===== src/rtl/cdb_arbiter_pkg.sv =====
// Shared constants for the common data bus arbiter: default widths and requester indices.
package cdb_arbiter_pkg;

  localparam int unsigned TAG_WIDTH   = 6;
  localparam int unsigned DATA_WIDTH  = 32;
  localparam int unsigned CDB_NUM_REQ = 3;

  typedef enum logic [1:0] {
    CDB_SRC_ALU    = 2'd0,
    CDB_SRC_LS     = 2'd1,
    CDB_SRC_BRANCH = 2'd2
  } cdb_src_e;

  localparam logic [TAG_WIDTH-1:0] TAG_FREE = '0;

  // Reduces idx (< 2*n) modulo n without a divider.
  function automatic int unsigned rr_wrap(input int unsigned idx, input int unsigned n);
    return (idx >= n) ? idx - n : idx;
  endfunction

endpackage


===== src/rtl/cdb_req_fifo.sv =====
// Per-requester result FIFO of {tag, data}; power-of-two depth, flush clears all state.
module cdb_req_fifo
  import cdb_arbiter_pkg::*;
#(
  parameter int unsigned TAG_W  = TAG_WIDTH,
  parameter int unsigned DATA_W = DATA_WIDTH,
  parameter int unsigned DEPTH  = 2,
  localparam int unsigned PTR_W = $clog2(DEPTH),
  localparam int unsigned CNT_W = $clog2(DEPTH) + 1
) (
  input  logic              clk,
  input  logic              rst,
  input  logic              flush,
  input  logic              push,
  input  logic              pop,
  input  logic [TAG_W-1:0]  push_tag,
  input  logic [DATA_W-1:0] push_data,
  output logic [TAG_W-1:0]  head_tag,
  output logic [DATA_W-1:0] head_data,
  output logic [CNT_W-1:0]  count,
  output logic              full,
  output logic              empty
);

  logic [TAG_W-1:0]  r_tag  [DEPTH];
  logic [DATA_W-1:0] r_data [DEPTH];
  logic [PTR_W-1:0]  r_wr_ptr;
  logic [PTR_W-1:0]  r_rd_ptr;
  logic [CNT_W-1:0]  r_count;
  logic              w_push;
  logic              w_pop;

  assign full   = (r_count == CNT_W'(DEPTH));
  assign empty  = (r_count == '0);
  assign w_push = push && !full;
  assign w_pop  = pop && !empty;

  assign head_tag  = r_tag[r_rd_ptr];
  assign head_data = r_data[r_rd_ptr];
  assign count     = r_count;

  always_ff @(posedge clk) begin
    if (rst || flush) begin
      r_wr_ptr <= '0;
      r_rd_ptr <= '0;
      r_count  <= '0;
    end else begin
      if (w_push) r_wr_ptr <= r_wr_ptr + PTR_W'(1);
      if (w_pop)  r_rd_ptr <= r_rd_ptr + PTR_W'(1);
      case ({w_push, w_pop})
        2'b10:   r_count <= r_count + CNT_W'(1);
        2'b01:   r_count <= r_count - CNT_W'(1);
        default: r_count <= r_count;
      endcase
    end
  end

  always_ff @(posedge clk) begin
    if (w_push && !rst && !flush) begin
      r_tag[r_wr_ptr]  <= push_tag;
      r_data[r_wr_ptr] <= push_data;
    end
  end

endmodule


===== src/rtl/cdb_arbiter.sv =====
// Round-robin arbiter sharing one registered result broadcast among queued execution units.
module cdb_arbiter
  import cdb_arbiter_pkg::*;
#(
  parameter int unsigned NUM_REQ    = CDB_NUM_REQ,
  parameter int unsigned TAG_W      = TAG_WIDTH,
  parameter int unsigned DATA_W     = DATA_WIDTH,
  parameter int unsigned FIFO_DEPTH = 2,
  parameter int unsigned SRC_W      = (NUM_REQ > 1) ? $clog2(NUM_REQ) : 1
) (
  input  logic                      clk,
  input  logic                      rst,
  input  logic                      flush,
  input  logic [NUM_REQ-1:0]        in_valid,
  input  logic [NUM_REQ*TAG_W-1:0]  in_tag,
  input  logic [NUM_REQ*DATA_W-1:0] in_data,
  output logic [NUM_REQ-1:0]        in_ready,
  output logic                      cdb_en,
  output logic [TAG_W-1:0]          cdb_tag,
  output logic [DATA_W-1:0]         cdb_data,
  output logic [SRC_W-1:0]          cdb_src
);

  localparam int unsigned CNT_W = $clog2(FIFO_DEPTH) + 1;

  logic [TAG_W-1:0]   w_head_tag  [NUM_REQ];
  logic [DATA_W-1:0]  w_head_data [NUM_REQ];
  logic [CNT_W-1:0]   w_count     [NUM_REQ];
  logic [NUM_REQ-1:0] w_full;
  logic [NUM_REQ-1:0] w_empty;
  logic [NUM_REQ-1:0] w_pop;

  logic               w_gnt_valid;
  logic [SRC_W-1:0]   w_gnt;
  logic [SRC_W-1:0]   w_rr_next;
  logic [TAG_W-1:0]   w_sel_tag;
  logic [DATA_W-1:0]  w_sel_data;

  logic               r_en;
  logic [TAG_W-1:0]   r_tag;
  logic [DATA_W-1:0]  r_data;
  logic [SRC_W-1:0]   r_src;
  logic [SRC_W-1:0]   r_rr_ptr;

  for (genvar k = 0; k < NUM_REQ; k++) begin : g_fifo
    // Ready comes from the registered count only, so a full FIFO refuses even when popped.
    assign in_ready[k] = (w_count[k] < CNT_W'(FIFO_DEPTH));
    assign w_pop[k]    = w_gnt_valid && (w_gnt == SRC_W'(k));

    cdb_req_fifo #(
      .TAG_W  (TAG_W),
      .DATA_W (DATA_W),
      .DEPTH  (FIFO_DEPTH)
    ) u_fifo (
      .clk       (clk),
      .rst       (rst),
      .flush     (flush),
      .push      (in_valid[k] && !w_full[k]),
      .pop       (w_pop[k]),
      .push_tag  (in_tag[k*TAG_W +: TAG_W]),
      .push_data (in_data[k*DATA_W +: DATA_W]),
      .head_tag  (w_head_tag[k]),
      .head_data (w_head_data[k]),
      .count     (w_count[k]),
      .full      (w_full[k]),
      .empty     (w_empty[k])
    );
  end

  always_comb begin
    w_gnt_valid = 1'b0;
    w_gnt       = '0;
    w_sel_tag   = '0;
    w_sel_data  = '0;
    for (int unsigned i = 0; i < NUM_REQ; i++) begin
      int unsigned idx;
      idx = rr_wrap(int'(r_rr_ptr) + i, NUM_REQ);
      if (!w_gnt_valid && !w_empty[idx]) begin
        w_gnt_valid = 1'b1;
        w_gnt       = SRC_W'(idx);
        w_sel_tag   = w_head_tag[idx];
        w_sel_data  = w_head_data[idx];
      end
    end
    w_rr_next = SRC_W'(rr_wrap(int'(w_gnt) + 1, NUM_REQ));
  end

  // Selection values default to zero, so an idle cycle clears the broadcast too.
  always_ff @(posedge clk) begin
    if (rst || flush) begin
      r_en     <= 1'b0;
      r_tag    <= '0;
      r_data   <= '0;
      r_src    <= '0;
      r_rr_ptr <= '0;
    end else begin
      r_en   <= w_gnt_valid;
      r_tag  <= w_sel_tag;
      r_data <= w_sel_data;
      r_src  <= w_gnt;
      if (w_gnt_valid) r_rr_ptr <= w_rr_next;
    end
  end

  assign cdb_en   = r_en;
  assign cdb_tag  = r_tag;
  assign cdb_data = r_data;
  assign cdb_src  = r_src;

endmodule

===== config.mk =====
export PLATFORM = sky130hd
export DESIGN_NAME = cdb_arbiter
export DESIGN_NICKNAME = d
export VERILOG_FILES = /design/src/rtl/cdb_arbiter_pkg.sv /design/src/rtl/cdb_req_fifo.sv /design/src/rtl/cdb_arbiter.sv
export SDC_FILE = /design/constraint.sdc
export NUM_CORES = 1
export LEC_CHECK = 0
export ABC_AREA = 1
export BUFFER_PORTS_ARGS = -buffer_cell sky130_fd_sc_hd__buf_4
export CAP_MARGIN = 40
export CORE_MARGIN = 5
export CORE_UTILIZATION = 55
export CTS_CLUSTER_DIAMETER = 60
export DETAILED_ROUTE_END_ITERATION = 10
export GPL_ROUTABILITY_DRIVEN = 0
export PLACE_DENSITY = 0.83
export SYNTH_ARGS = -nofsm -noshare
export SYNTH_HDL_FRONTEND = slang
export SYNTH_HIERARCHICAL = 1
export SYNTH_SLANG_ARGS = --single-unit

===== constraint.sdc =====
create_clock -name clk -period 4.6 [get_ports clk]
set_input_delay 0.23 -clock clk [delete_from_list [all_inputs] [get_ports clk]]
set_output_delay 0.23 -clock clk [all_outputs]
set_load 0.05 [all_outputs]

Word level (Yosys, flattened, before mapping)

Memories as Yosys holds them, arrays and structs flattened. A register that Yosys moved wholly into a read port is not among the register bits.
Index checks and enable logic that the tools add are counted.

Add/sub/neg operators: 19
$lt $le $gt $ge: 13
Equality and inequality tests: 11
Bitwise operators: 3
Reductions and logical operators: 39
Multiplexer cells: 61

Operator list:

| operator                                                            | count |
|---|---|
| two-way mux 32 bit                                                  | 12 |
| binary-select mux 32 bit (select 2 bit)                             | 3 |
| greater-or-equal comparator 33 x 3 -> 1 bit (second input constant) | 3 |
| inverter 32 -> 33 bit                                               | 3 |
| < comparator 32 x 3 -> 1 bit (second input constant)                | 3 |
| two-way mux 6 bit                                                   | 9 |
| binary-select mux 6 bit (select 2 bit)                              | 3 |
| two-way mux 1 bit                                                   | 24 |
| logical AND 1 bit                                                   | 20 |
| equality test 2 bit (second input constant)                         | 7 |
| one-hot mux 2 bit (2 select lines)                                  | 3 |
| logical NOT 1 bit                                                   | 11 |
| greater-or-equal comparator 3 x 2 -> 1 bit (second input constant)  | 3 |
| equality test 2 x 1 -> 1 bit (second input constant)                | 4 |
| logical NOT 2 bit                                                   | 4 |
| two-way mux 2 bit                                                   | 4 |
| subtractor 3 x 2 -> 4 bit (second input constant)                   | 2 |
| adder 1 bit (second input constant)                                 | 6 |
| adder 2 x 1 -> 2 bit (second input constant)                        | 3 |
| adder 2 x 1 -> 3 bit (second input constant)                        | 2 |
| binary-select mux 1 bit (select 2 bit)                              | 3 |
| < comparator 2 bit (second input constant)                          | 3 |
| nonzero test 2 bit                                                  | 3 |
| subtractor 2 x 1 -> 2 bit (second input constant)                   | 3 |
| 5 further kinds                                                     | 5 |

Bits of input ports: 120
Register bits: 55
Memories: 6
Bits in writable memories: 228
Word-level logic and storage cells: 166
Output and inout port bits: 44

Memories:

| memory                  | depth | bits a word | read ports | clocked after Yosys merged registers in | write ports | line               | text |
|---|---|---|---|---|---|---|---|
| g_fifo[0].u_fifo.r_data | 2     | 32          | 1          | 1                                       | 1           | cdb_req_fifo.sv:26 | `logic [DATA_W-1:0] r_data [DEPTH];` |
| g_fifo[1].u_fifo.r_data | 2     | 32          | 1          | 1                                       | 1           | cdb_req_fifo.sv:26 |  |
| g_fifo[2].u_fifo.r_data | 2     | 32          | 1          | 1                                       | 1           | cdb_req_fifo.sv:26 |  |
| g_fifo[0].u_fifo.r_tag  | 2     | 6           | 1          | 1                                       | 1           | cdb_req_fifo.sv:25 | `logic [TAG_W-1:0] r_tag [DEPTH];` |
| g_fifo[1].u_fifo.r_tag  | 2     | 6           | 1          | 1                                       | 1           | cdb_req_fifo.sv:25 |  |
| g_fifo[2].u_fifo.r_tag  | 2     | 6           | 1          | 1                                       | 1           | cdb_req_fifo.sv:25 |  |

Longest topological paths before layout

Word-level depth: 16
Gate-level depth with buffers: 24

By module

The synthesis kept the hierarchy.

By module, submodules not included:

| module       | area each (µm²) | cells each | seq. area each (µm²) | times used |
|---|---|---|---|---|
| cdb_req_fifo | 3075.4          | 157        | 2382.3               | 3 |
| cdb_arbiter  | 5006.1          | 1032       | 860.8                | 1 |

Worst setup path before layout

Ideal clock, no wire load.

Path kind: register to register
Start point: register r_rr_ptr[0]
End point: register g_fifo[1].u_fifo.r_count[1]
Data required time: 4.536 ns
Clock period less this slack: 2.741 ns
Path slack: 1.859 ns
Arrival: 2.677 ns
Stages on the path, launching flop included: 24
Setup time: 0.064 ns
Path through: dfxtp_1 inv_1 ha_1 buf_4 inv_4 nand2_1 nor2_1 a21oi_1 buf_4 nand3_1 nand2_1 nor2_1 inv_1 ha_1 nand2_1 inv_1 inv_1 nor2_2 ha_1 inv_1 nand2_1 nor2_1 nor2_1 nor2_1

Longest elaborated chain between the ends: 16
Elaborated cells between the ends (all ways): 35

RTL lines:

| item                                                                                    | line                  | text |
|---|---|---|
| start, declared                                                                         | cdb_arbiter.sv:43     | `logic [SRC_W-1:0] r_rr_ptr;` |
| start signal, assigned                                                                  | cdb_arbiter.sv:101    | `if (w_gnt_valid) r_rr_ptr <= w_rr_next;` |
| adder 2 x 1 -> 3 bit                                                                    | cdb_arbiter.sv:77     | `idx = rr_wrap(int'(r_rr_ptr) + i, NUM_REQ);` |
| subtractor 3 x 2 -> 4 bit or greater-or-equal comparator 3 x 2 -> 1 bit (tied branches) | cdb_arbiter_pkg.sv:18 | `return (idx >= n) ? idx - n : idx;` |
| two-way mux 32 bit                                                                      | cdb_arbiter_pkg.sv:18 |  |
| binary-select mux 1 bit (select 2 bit)                                                  | cdb_arbiter.sv:78     | `if (!w_gnt_valid && !w_empty[idx]) begin` |
| two-way mux 1 bit (not written as such)                                                 | cdb_arbiter.sv:78     |  |
| logical NOT 1 bit                                                                       | cdb_arbiter.sv:78     |  |
| logical AND 1 bit                                                                       | cdb_arbiter.sv:78     |  |
| two-way mux 1 bit                                                                       | cdb_arbiter.sv:78     |  |
| [... 3 more ...]                                                                        | -                     |  |
| named net w_gnt[0]                                                                      | cdb_arbiter.sv:34     | `logic [SRC_W-1:0] w_gnt;` |
| equality test 2 x 1 -> 1 bit *                                                          | cdb_arbiter.sv:48     | `assign w_pop[k] = w_gnt_valid && (w_gnt == SRC_W'(k));` |
| logical AND 1 bit *                                                                     | cdb_arbiter.sv:48     |  |
| named net w_pop[1]                                                                      | cdb_arbiter.sv:31     | `logic [NUM_REQ-1:0] w_pop;` |
| logical AND 1 bit *                                                                     | cdb_req_fifo.sv:36    | `assign w_pop = pop && !empty;` |
| named net g_fifo[1].u_fifo.w_pop                                                        | cdb_req_fifo.sv:31    | `logic w_pop;` |
| equality test 2 x 1 -> 1 bit or equality test 2 bit (tied branches)                     | cdb_req_fifo.sv:50    | `case ({w_push, w_pop})` |
| one-hot mux 2 bit (2 select lines) or nonzero test 2 bit (tied branches)                | -                     |  |
| end signal, assigned                                                                    | cdb_req_fifo.sv:51    | `2'b10: r_count <= r_count + CNT_W'(1);` |
| end signal, assigned                                                                    | cdb_req_fifo.sv:52    | `2'b01: r_count <= r_count - CNT_W'(1);` |
| end signal, assigned                                                                    | cdb_req_fifo.sv:53    | `default: r_count <= r_count;` |
| end, declared                                                                           | cdb_req_fifo.sv:29    | `logic [CNT_W-1:0] r_count;` |

The timed path passes the listed nets; every way through them passes the cells marked *. The select of a mux whose other input is x is not followed.
A chain may end at the register's enable or synchronous reset.

Worst setup path in the final report

Same ends and word-level chain as after synthesis.

==> metrics.yaml <==
run_status:
  status: "finished, final reports clean"
critical_path:
  cp_max_fo: 41
  endpoint_kind: "register"
  cp.required_ps: 5090
  critical_path_class: "register to register"
  crit_slowest_cell: "ha_4"
  cp.buffers_inverters: 7
  r2r_slack_ps: 730
  r2r_cells: 21
  r2r_start: "r_rr_ptr[0]"
  r2r_end: "g_fifo[1].u_fifo/count[1]"
  cpPeakStageDelay_ps: 550
  cpMostUsedCell: "inv_1"
  path_delay_family: "simple AND/OR/NAND/NOR gates"
  arrival_ps: 4360
  critPathLaunchType: "register"
  cp_cell_sequence: "inv_1 -> ha_4 -> inv_2 -> buf_4 -> nand3_2 -> nand2_2 -> nand3_1 -> nand2_1 -> nor2_1 -> inv_1 -> ha_1 -> nand2_1 -> inv_1 -> inv_1 -> nor2_2 -> ha_1 -> inv_1 -> nand2_1 -> nor2_1 -> nor2_1 -> nor2_1"
grt:
  grt_usage_pct: 27.68
  grt_pass1_wl_um: 63440
  grt_pass1_vias: 11960
  antenna_found_initial: 0
  grt-ovfl-total: 0
  grt_max_degree: 81
sta:
  fin_crit_sh_pct: 84.10
  worst_pin_slew_ps: 934.3
  setup_ws_ps: 731.3
  maxSlewViolCount: 0
  slew_headroom_pct: 37.71
  tns_ps: 0
  fin_worst_skew_ps: 32.63
  fin_crit_ps: 3869
  hold_viol_final: 0
  max_clock_freq_mhz: 258.5
  rsz0062_at_grt: "no"
  final-setup-viol-count: 0
yosys:
  synth_most_common_cell: "nand2_1"
  syn_nets: 1633
  yosysWarnings: 6
  ys_seq_area_share_pct: 56.26
  synthSimpleGateAreaFrac_pct: 20.47
  synth.top_cell.area_share_pct: 48.11
  synth_top_family_by_area: "simple AND/OR/NAND/NOR gates"
  synth.avg_cell_area_um2: 9.469
  yosys-top-cells-area: "edfxtp_1 (48%), nand2_1 (10%), dfxtp_1 (8.2%)"
  synth_top_area_cell: "edfxtp_1"
  syn_inst: 1503
  ys_ff_latch: 286
  yosys-top-cells-count: "nand2_1 (391), edfxtp_1 (228), nor2_1 (202), inv_1 (152), nand3_1 (121)"
  ys.flop_type: "edfxtp_1"
  synth_compound_area_share_pct: 4.615
  async_flop_share_pct: 0
  synth.area.mux_share_pct: 10.60
  synth-xor-area-share_pct: 0
  synth_fa_ha_area_share_pct: 0.8791
  syn-cell-area_um2: 14230
  yosysUniqueCellTypes: 25
  synth_edf_count: 228
placement:
  port_buffers: 163
  dp_worst_setup_slack_ps: 905.3
  dpl.hpwl_um: 24010
clock_network:
  cts_hold_buf: 116
  clock_path_buffers: 3
  root_buffer: "clkbuf_16"
  cts_sinks: 286
  numCtsBuffers: 31
  ctsResizeCount: 0
  post_cts_buffers: 0
  clkTransAtPathRegs_ps: 60
  htree_levels: 1
  clk-insertion-delay-late_ps: 580
  cts_tree: "yes"
worst_hold_path:
  hp-class: "input port to register"
  worstHoldEndpoint: "g_fifo[0].u_fifo/count[1]"
  hold_depth: 4
  min_from: "flush"
power:
  seqPwrFrac_pct: 29.6
  switchingPower_uw: 4303
  p_sw_share_pct: 41.66
  p_clk_share_pct: 25.8
  p_leak_uw: 0.007692
  vdd_drop_max_mv: 0.6374
  internal-power_uw: 6024
  p_per_area_nw_per_um2: 573.3
  pwr-share-comb_pct: 44.6
finish:
  drive_gt1_share_pct: 21.47
  areaGrowthSynthToFinish_pct: 26.56
  num-fill-cells: 1620
  nets: 1884
  diodes: 0
  regArea_um2: 8011
  multi_input_area_um2: 5285
floorplanning:
  dieWidth_um: 170.9
  core_um2: 25330
  dieArea_um2: 29190
  start_util_pct: 56.20
  io_pins: 164
  die_h_um: 170.9
  floorplan.rows: 58
route:
  viasPerCell: 5.627
  first_pass_iters: 6
  drc: 0
  drtAntennaViolNets: 0
  wire_per_inst_um: 19.48
  wl_um: 41090
  drt-initial-drc-count: 2067
  vias: 11870
flow_run:
  cap_violations: 0
==> per-layer routing <==
layer  vias up  wire length [um]  track usage (%)
met1      5437             14840            34.44
met4         0              2163            12.50
met5         -                 0                0
met2       810             19630            47.13
met3       182              4449            5.337
li1       5438                 -                -
==> per-stage QoR <==
| stage | std cells | util [%] | area [um^2] | hold slack (ps) | power, uW |
|---|---|---|---|---|---|
| after global placement | 1932 | 61.83 | 15660 | 415.5 | 7172 |
| final | 2109 | 71.12 | 18010 | 30.20 | 10330 |
| after detailed placement | 1935 | 62.16 | 15740 | 417.7 | 7423 |
| after floorplan | 1503 | - | 14230 | 328.9 | 6258 |
| after global routing | 2109 | 71.12 | 18010 | 49.87 | 10850 |
| after CTS | 2109 | 71.12 | 18010 | 26.41 | 10140 |
==> cell families after synthesis <==
kind of cell	Yosys count
AOI/OAI and AO/OA	129
adders and majority gates	10
buffers and inverters	239
DFF	286
muxes	114
and+or+nand+nor	725
==> layout make-up <==
class	instances	share of cell area, %
clock buffer	36	4.578
clock inverter	22	1.577
inverter	157	3.286
multi-input combinational	978	29.34
sequential	286	44.48
tap	330	2.292
timing repair buffer	300	14.45
==> flip-flops by register name, summed over array words and instances, names as in the netlist, named ones only <==
name	flops
g_fifo.u_fifo/r_data	192
g_fifo.u_fifo/r_tag	36
cdb_data	32
cdb_tag	6
g_fifo.u_fifo/count	6
g_fifo.u_fifo/r_rd_ptr	3
g_fifo.u_fifo/r_wr_ptr	3
cdb_src	2
r_rr_ptr	2
cdb_en	1
==> power groups by stage <==
stage	combinational (uW)	sequential, uW	clock [uW]
2_1_floorplan	2810	3450	0
3_3_place_gp	4080	3100	0
3_5_place_dp	4320	3100	0
4_1_cts	4430	3050	2660
5_1_grt	4990	3070	2800
6_report	4600	3050	2670
==> layout by cell type, fill, tap and decap left out, types with 55 or more instances in the layout <==
master         netlist  final
nor2_1             202    195
nand2_1            391    390
dfxtp_1             58     55
edfxtp_1           228    228
a21oi_1             82     81
nand3_1            121    121
dlygate4sd3_1        0    116
inv_1              152    151
mux2_4              60     60
buf_4                4    181
==> worst max path at each step <==
stage	endpoint	from	depth (start not counted)	slack [ps]
after detailed placement	g_fifo[1].u_fifo/count[1]	r_rr_ptr[0]	21	910
after CTS	g_fifo[1].u_fifo/count[1]	r_rr_ptr[0]	21	850
after floorplan	g_fifo[1].u_fifo/count[1]	r_rr_ptr[0]	23	1860
after global placement	g_fifo[1].u_fifo/count[1]	r_rr_ptr[1]	21	1020
final	g_fifo[1].u_fifo/count[1]	r_rr_ptr[0]	21	730
after global routing	g_fifo[1].u_fifo/count[1]	r_rr_ptr[0]	20	500
==> worst register-to-register path: stages, from the launching register on <==
cell	delay [ps]
dfxtp_1	350
inv_1	140
ha_4	550
inv_2	140
buf_4	280
nand3_2	150
nand2_2	330
nand3_1	220
nand2_1	70
nor2_1	250
inv_1	80
ha_1	210
nand2_1	100
inv_1	50
inv_1	60
nor2_2	50
ha_1	350
inv_1	110
nand2_1	60
nor2_1	80
nor2_1	50
nor2_1	110
Note: power is estimated with default switching activity, not from simulation.
